`config.mk`:
```
export PLATFORM = sky130hd
export DESIGN_NAME = sync_fifo_param
export DESIGN_NICKNAME = d
export VERILOG_FILES = /design/src/rtl/fifo_pkg.sv /design/src/rtl/fifo_ram_2p.sv /design/src/rtl/sync_fifo_param.sv
export SDC_FILE = /design/constraint.sdc
export NUM_CORES = 1
export LEC_CHECK = 0
export ABC_AREA = 1
export CORE_MARGIN = 10
export CORE_UTILIZATION = 55
export DETAILED_ROUTE_END_ITERATION = 12
export PLACE_DENSITY = 0.79
export SYNTH_ARGS = -nofsm -noshare
export SYNTH_HDL_FRONTEND = slang
export SYNTH_SLANG_ARGS = --single-unit
```
`constraint.sdc`:
```
create_clock -name clk -period 4.3 [get_ports clk]
set_input_delay 0.86 -clock clk [delete_from_list [all_inputs] [get_ports clk]]
set_output_delay 0.86 -clock clk [all_outputs]
set_load 0.1 [all_outputs]
```
`src/rtl/fifo_pkg.sv`:
```
// Shared definitions for the parametrised synchronous FIFO: width helpers,
// pointer typedef and flag reset constants.
package fifo_pkg;

    // Widest pointer any instance may use; a DEPTH of 2**31 is far beyond any real buffer.
    localparam int PTR_MAX_W = 32;

    // Pointer with the wrap bit as MSB; instances use only the low ADDR_W+1 bits.
    typedef logic [PTR_MAX_W-1:0] fifo_ptr_t;

    typedef struct packed {
        logic full;
        logic empty;
        logic almost_full;
        logic almost_empty;
    } fifo_flags_t;

    localparam fifo_flags_t FLAGS_RST = '{
        full:         1'b0,
        empty:        1'b1,
        almost_full:  1'b0,
        almost_empty: 1'b1
    };

    localparam logic OVERFLOW_RST  = 1'b0;
    localparam logic UNDERFLOW_RST = 1'b0;

    function automatic int addr_width(input int depth);
        return $clog2(depth);
    endfunction

    // Occupancy spans 0..DEPTH, so one bit more than the address.
    function automatic int count_width(input int depth);
        return $clog2(depth) + 1;
    endfunction

endpackage

```
`src/rtl/fifo_ram_2p.sv`:
```
// DEPTH x WIDTH storage with one synchronous write port and one registered,
// enabled read port. The array itself is not reset so it maps onto block RAM.
module fifo_ram_2p
    import fifo_pkg::*;
#(
    parameter int WIDTH  = 8,
    parameter int DEPTH  = 16,
    parameter int ADDR_W = addr_width(DEPTH)
) (
    input  logic              clk,
    input  logic              rst_n,
    input  logic              we,
    input  logic [ADDR_W-1:0] waddr,
    input  logic [WIDTH-1:0]  wdata,
    input  logic              re,
    input  logic [ADDR_W-1:0] raddr,
    output logic [WIDTH-1:0]  rdata
);

    logic [WIDTH-1:0] mem [DEPTH];
    logic [WIDTH-1:0] rdata_reg;

    always_ff @(posedge clk) begin
        if (we) begin
            mem[waddr] <= wdata;
        end
    end

    // Output register holds its value when no read is enabled.
    always_ff @(posedge clk or negedge rst_n) begin
        if (!rst_n) begin
            rdata_reg <= '0;
        end else if (re) begin
            rdata_reg <= mem[raddr];
        end
    end

    assign rdata = rdata_reg;

endmodule

```
`src/rtl/sync_fifo_param.sv`:
```
// Parametrised single-clock FIFO with occupancy, almost-full/empty thresholds and a read-valid strobe.
// Sticky overflow/underflow flags are built only when SYNC_FIFO_ERR_FLAGS_EN is defined.
module sync_fifo_param
    import fifo_pkg::*;
#(
    parameter int WIDTH    = 8,
    parameter int DEPTH    = 16,
    parameter int AF_LEVEL = DEPTH - 2,
    parameter int AE_LEVEL = 2
) (
    input  logic                          clk,
    input  logic                          rst_n,
    input  logic                          wr_en,
    input  logic [WIDTH-1:0]              data_in,
    input  logic                          rd_en,
    output logic [WIDTH-1:0]              data_out,
    output logic                          rd_valid,
    output logic                          full,
    output logic                          empty,
    output logic                          almost_full,
    output logic                          almost_empty,
    output logic [count_width(DEPTH)-1:0] count,
    output logic                          overflow,
    output logic                          underflow,
    input  logic                          err_clr
);

    localparam int ADDR_W = addr_width(DEPTH);
    localparam int CNT_W  = count_width(DEPTH);

    logic [ADDR_W:0] wr_ptr_reg, wr_ptr_next;
    logic [ADDR_W:0] rd_ptr_reg, rd_ptr_next;
    logic [CNT_W-1:0] count_reg, count_next;
    fifo_flags_t      flags_reg, flags_next;
    logic             rd_valid_reg;
    logic             wr_accept;
    logic             rd_accept;
    fifo_ptr_t        wr_ptr_view;
    fifo_ptr_t        rd_ptr_view;

    // Gating uses only the registered flags, so no enable reaches an output combinationally.
    assign wr_accept = wr_en && !flags_reg.full;
    assign rd_accept = rd_en && !flags_reg.empty;

    always_comb begin
        wr_ptr_next = wr_ptr_reg + {{ADDR_W{1'b0}}, wr_accept};
        rd_ptr_next = rd_ptr_reg + {{ADDR_W{1'b0}}, rd_accept};
    end

    // Flags and count are precomputed from the next pointers and registered,
    // so every status output comes straight from a flop.
    always_comb begin
        count_next              = wr_ptr_next - rd_ptr_next;
        flags_next              = FLAGS_RST;
        flags_next.full         = (wr_ptr_next[ADDR_W] != rd_ptr_next[ADDR_W]) &&
                                  (wr_ptr_next[ADDR_W-1:0] == rd_ptr_next[ADDR_W-1:0]);
        flags_next.empty        = (wr_ptr_next == rd_ptr_next);
        flags_next.almost_full  = (count_next >= CNT_W'(AF_LEVEL));
        flags_next.almost_empty = (count_next <= CNT_W'(AE_LEVEL));
    end

    always_ff @(posedge clk or negedge rst_n) begin
        if (!rst_n) begin
            wr_ptr_reg   <= '0;
            rd_ptr_reg   <= '0;
            count_reg    <= '0;
            flags_reg    <= FLAGS_RST;
            rd_valid_reg <= 1'b0;
        end else begin
            wr_ptr_reg   <= wr_ptr_next;
            rd_ptr_reg   <= rd_ptr_next;
            count_reg    <= count_next;
            flags_reg    <= flags_next;
            rd_valid_reg <= rd_accept;
        end
    end

    // Full and empty never coincide, so the two ports never address the same entry in one cycle.
    fifo_ram_2p #(
        .WIDTH (WIDTH),
        .DEPTH (DEPTH),
        .ADDR_W(ADDR_W)
    ) u_ram (
        .clk  (clk),
        .rst_n(rst_n),
        .we   (wr_accept),
        .waddr(wr_ptr_reg[ADDR_W-1:0]),
        .wdata(data_in),
        .re   (rd_accept),
        .raddr(rd_ptr_reg[ADDR_W-1:0]),
        .rdata(data_out)
    );

    assign wr_ptr_view = fifo_ptr_t'(wr_ptr_reg);
    assign rd_ptr_view = fifo_ptr_t'(rd_ptr_reg);

`ifdef SYNC_FIFO_ERR_FLAGS_EN
    logic overflow_reg;
    logic underflow_reg;

    // A new error takes priority over a clear in the same cycle.
    always_ff @(posedge clk or negedge rst_n) begin
        if (!rst_n) begin
            overflow_reg  <= OVERFLOW_RST;
            underflow_reg <= UNDERFLOW_RST;
        end else begin
            if (wr_en && flags_reg.full) begin
                overflow_reg <= 1'b1;
            end else if (err_clr) begin
                overflow_reg <= 1'b0;
            end
            if (rd_en && flags_reg.empty) begin
                underflow_reg <= 1'b1;
            end else if (err_clr) begin
                underflow_reg <= 1'b0;
            end
        end
    end

    assign overflow  = overflow_reg;
    assign underflow = underflow_reg;

    logic unused_err;
    assign unused_err = ^{wr_ptr_view, rd_ptr_view};
`else
    assign overflow  = OVERFLOW_RST;
    assign underflow = UNDERFLOW_RST;

    logic unused_err;
    assign unused_err = ^{err_clr, wr_ptr_view, rd_ptr_view};
`endif

    assign rd_valid     = rd_valid_reg;
    assign count        = count_reg;
    assign full         = flags_reg.full;
    assign empty        = flags_reg.empty;
    assign almost_full  = flags_reg.almost_full;
    assign almost_empty = flags_reg.almost_empty;

endmodule

```
==> results by stage <==
Clock network:
- Post-CTS timing repair inserted 0 buffers for setup.
- The post-CTS clock slew at the launch and capture registers of the worst setup and hold paths is 0.06 ns.
- For this design, the CTS-stage hold fixing added 0 buffers.
- The buffer type at the clock tree root is sky130_fd_sc_hd__clkbuf_16.
- The clock passes through at most 2 buffers.
- At the later pin of the worst-skew pair, clock insertion delay measures 0.42 ns.
- In this run the number of H-tree levels came out at 4.
- The number of buffers added by the clock tree synthesis step is 17.
- The TritonCTS clock tree is built.
- The post-cts repair resize count is 0.
- The clock drives 156 sinks.

Floorplanning:
- The die footprint is around 17000 sq um.
- The total area inside the core boundary comes to 11900 sq um.
- The die is between 100 and 150 um wide.
- The initial cell density of the core is 55.7%.
- The number of rows in the core area is 40.
- Measured along the y axis, the die boundary spans 130 um.
- For this design the top-level I/O count stands at 33.

STA:
- The relative slew slack is 32.4%.
- For this run, the top clock speed supported by timing is between 300 and 400 MHz.
- On the final layout, the worst clock skew is 0.00883 ns.
- The period utilization is 69.6%.
- The hold violation total from the final report came to 0.
- Setup repair after global routing left no endpoint under its margin.
- For the pin with the worst max-slew slack, the measured transition is 1.01 ns.
- Adding up every negative setup slack in the final design gives 0 ns.
- The routed design could run at a clock period as short as roughly 3.0 ns.
- The final setup violation count is 0.
- The number of slew-limit violations in the final report is 0.
- The smallest hold slack is 0.484 ns.

GRT:
- The via count of the first global-routing pass is 4399.
- The global-route wire length before repair is 23.4 mm.
- The pin count of the biggest net entering global routing is 65.
- The total routing resource utilization after global routing is 18.5%.
- After global routing the overflow that remains totals 0.
- The number of antenna violations at the first check in global routing is 0.

Route:
- The post-route DRC violation count is 0.
- The count of antenna-violating nets left after detailed routing is 0.
- The number of DRC markers in iteration 0 is 417.
- The via total after detailed routing is 4454.
- Dividing the detail-routed wire length by the instance count gives 19.1 um.
- The final layout contains routed wiring with a total length of 14.7 mm.
- The pre-antenna-repair detailed-routing pass consisted of 7 iterations.
- After detailed routing, the number of vias per cell comes to 5.78.

Setup path:
- The source of the worst register-to-register timing path is full.
- Together, buffers and inverters on the worst path number 5.
- In this run the critical register-to-register path is captured at almost_full.
- The worst setup path is captured at a flop.
- The setup slack on the worst flop-to-flop path is between 1.5 and 2 ns.
- The endpoint required time on the critical path is about 4.6 ns.
- Traced cell by cell, the critical path runs through clkdlybuf4s50_1 -> inv_1 -> nor2_1 -> ha_1 -> nand3_1 -> nand2_1 -> nand2_1 -> ha_1 -> inv_1 -> o21bai_2 -> inv_1 -> nand3_1 -> nand2_2 -> inv_2 -> nand2_1.
- In this run the worst path has a maximum fanout of 5.
- The cell with the largest stage delay on the worst path is sky130_fd_sc_hd__clkdlybuf4s50_1.
- The worst setup path is of the in -> reg kind.
- The dominant delay contributor by cell family on the critical path is simple AND/OR/NAND/NOR gates.
- At the worst endpoint, the arrival time is 3.29 ns.
- The type of origin of the critical path is an input port.
- The largest single stage delay on the critical path is 0.47 ns.
- For the worst flop-to-flop path, the logic depth is 13.

Cells and area:
- The antenna cell count is 0.
- Once layout is complete, the cells apart from fillers number just under 800.
- The filler cell count in the final layout is 840.
- The final net count is about 630.
- The layout-stage area growth over the synthesis result is 14.3%.
- The flip-flop count of the largest register, all copies and words added is 128.
- The total area of sequential cells is between 4000 and 5000 sq um.
- Of the cells placed in the final design, the portion with a size suffix greater than 1 is roughly 11%.
- The share of the core filled with cells is 63.6%.
- Summing all multi-input logic gate instances after layout gives 1790 sq um.

Logic synthesis:
- The synthesized instance count is 582.
- The number of warning messages in the yosys log is 0.
- The fraction of the yosys area taken by sequential cells is 68.6%.
- The synthesized netlist contains 32 unique library cells.
- Synthesis inferred 156 register bits.
- The post-synthesis average cell area is 11.4 sq um.
- The cell area that synthesis handed to floorplanning was 6630 sq um.

Run:
- The tool flagged a number of max-cap violations equal to 0.

Pwr:
- Cell internal power was estimated by the tool at 3.55 mW.
- For this design the ratio of total power to cell area is just over 800 nW/um^2.
- The combinational share of power is 42.7%.
- The final total power is between 6 and 7 mW.
- The part of the power in the clock network is 23.9%.
- The portion of total power attributed to sequential cells is between 30% and 40%.
- The switching share of power is 43.4%.
- The net load switching power is around 2.7 mW.
- The worst-case IR drop observed on VDD is 0.444 mV.
- For this design the static power due to leakage is 2.91 nW.

Min path:
- The worst hold path was traced through 2 stages.
- The beginning of the worst hold path is u_ram.rdata[7].
- The worst hold path belongs to the class reg -> reg.
- The terminating pin of the worst hold path is u_ram.rdata[7].

Outcome:
- The flow ran to the end, and the final reports show no timing, DRC or antenna violations.

Placement:
- The post-placement cell count is around 740.
- Port buffering added 29 buffers.
- The detailed-placement wirelength estimate is 9.27 mm.
- The final estimated routing congestion in global placement is 0.870.
[cells in the mapped netlist (all sizes together)]
cell    instances  share of area [%]
nand3          20                1.7
buf            22                2.5
nand2         164                 10
dfrtp          26                9.8
nand4           5               0.47
o21bai          1               0.17
inv            30                1.8
nor3            3               0.30
o21ai          48                3.6
edfxtp        128                 58
dfstp           2               0.79
a21boi         17                1.9
a21oi          19                1.5
o22ai          16                1.5
conb            1              0.057
clkbuf          2               0.11
xnor2           1               0.13
nor2           69                4.0
ha              8                1.5
[kinds of logic (layout without fill, tap and decap cells)]
group / count (synthesis) / after routing / share of synthesized area, %
compound gates: 101 / 101 / 8.72
flops: 156 / 156 / 68.6
simple gates: 261 / 261 / 16.5
xor+xnor: 1 / 1 / 0.132
fa+ha+maj: 8 / 8 / 1.51
other cells: 1 / 2 / 0.0566
buf+inv: 54 / 95 / 4.49
[per-stage QoR]
step           setup slack, ns  instance area (sq um)
2_1_floorplan             1.60                   6630
3_3_place_gp              1.05                   6960
3_5_place_dp             0.951                   6960
4_1_cts                   1.33                   7580
5_1_grt                   1.18                   7580
6_report                  1.31                   7580
[layout by cell type, fill, tap and decap left out, drive strengths merged, types with 3 or more instances in the layout]
cell type / instances
nand2: 164
edfxtp: 128
nor2: 69
o21ai: 48
inv: 33
clkdlybuf4s50: 29
dfrtp: 26
clkbuf: 26
nand3: 20
a21oi: 19
a21boi: 17
o22ai: 16
ha: 8
nand4: 5
buf: 4
nor3: 3
[worst max path at each step]
stage	from	cells after the start	end	slack, ns
6_report	wr_en	15	almost_full	1.31
5_1_grt	wr_en	15	almost_full	1.18
4_1_cts	empty	1	empty	1.33
3_5_place_dp	wr_en	15	almost_full	0.95
3_3_place_gp	wr_en	15	almost_full	1.05
2_1_floorplan	full	13	almost_full	1.60
[metal layers]
metal  vias to the layer above  global-route usage (%)  wire length [um]
met4                         0                    8.60               469
met3                        45                    3.89              1180
met2                       202                    31.0              7490
li1                       2066                       -                 -
met1                      2141                    22.6              5600
met5                         -                       0                 0
[power groups by stage]
stage	Clock [mW]	Combinational, mW	Sequential (mW)
final	1.50	2.67	2.10
after global routing	1.57	2.92	2.12
after CTS	1.50	2.66	2.09
after detailed placement	0	2.63	2.12
after global placement	0	2.55	2.09
after floorplan	0	1.58	2.55
[worst reg2reg max path: stages (launching register included)]
cell	delay [ns]
sky130_fd_sc_hd__dfrtp_1	0.38
sky130_fd_sc_hd__nor2_1	0.30
sky130_fd_sc_hd__ha_1	0.33
sky130_fd_sc_hd__nand3_1	0.15
sky130_fd_sc_hd__nand2_1	0.09
sky130_fd_sc_hd__nand2_1	0.12
sky130_fd_sc_hd__ha_1	0.37
sky130_fd_sc_hd__inv_1	0.09
sky130_fd_sc_hd__o21bai_2	0.13
sky130_fd_sc_hd__inv_1	0.07
sky130_fd_sc_hd__nand3_1	0.10
sky130_fd_sc_hd__nand2_2	0.09
sky130_fd_sc_hd__inv_2	0.05
sky130_fd_sc_hd__nand2_1	0.06
[layout make-up]
type,count,share of cell area [%]
clock buffers,26,7.60
clock inverters,6,0.512
inverters,30,1.62
multi-input cells,373,23.6
flip-flops and latches,156,60.0
well taps,147,2.43
repair buffers,33,4.23
No activity file was read; power rests on OpenSTA's default activity.
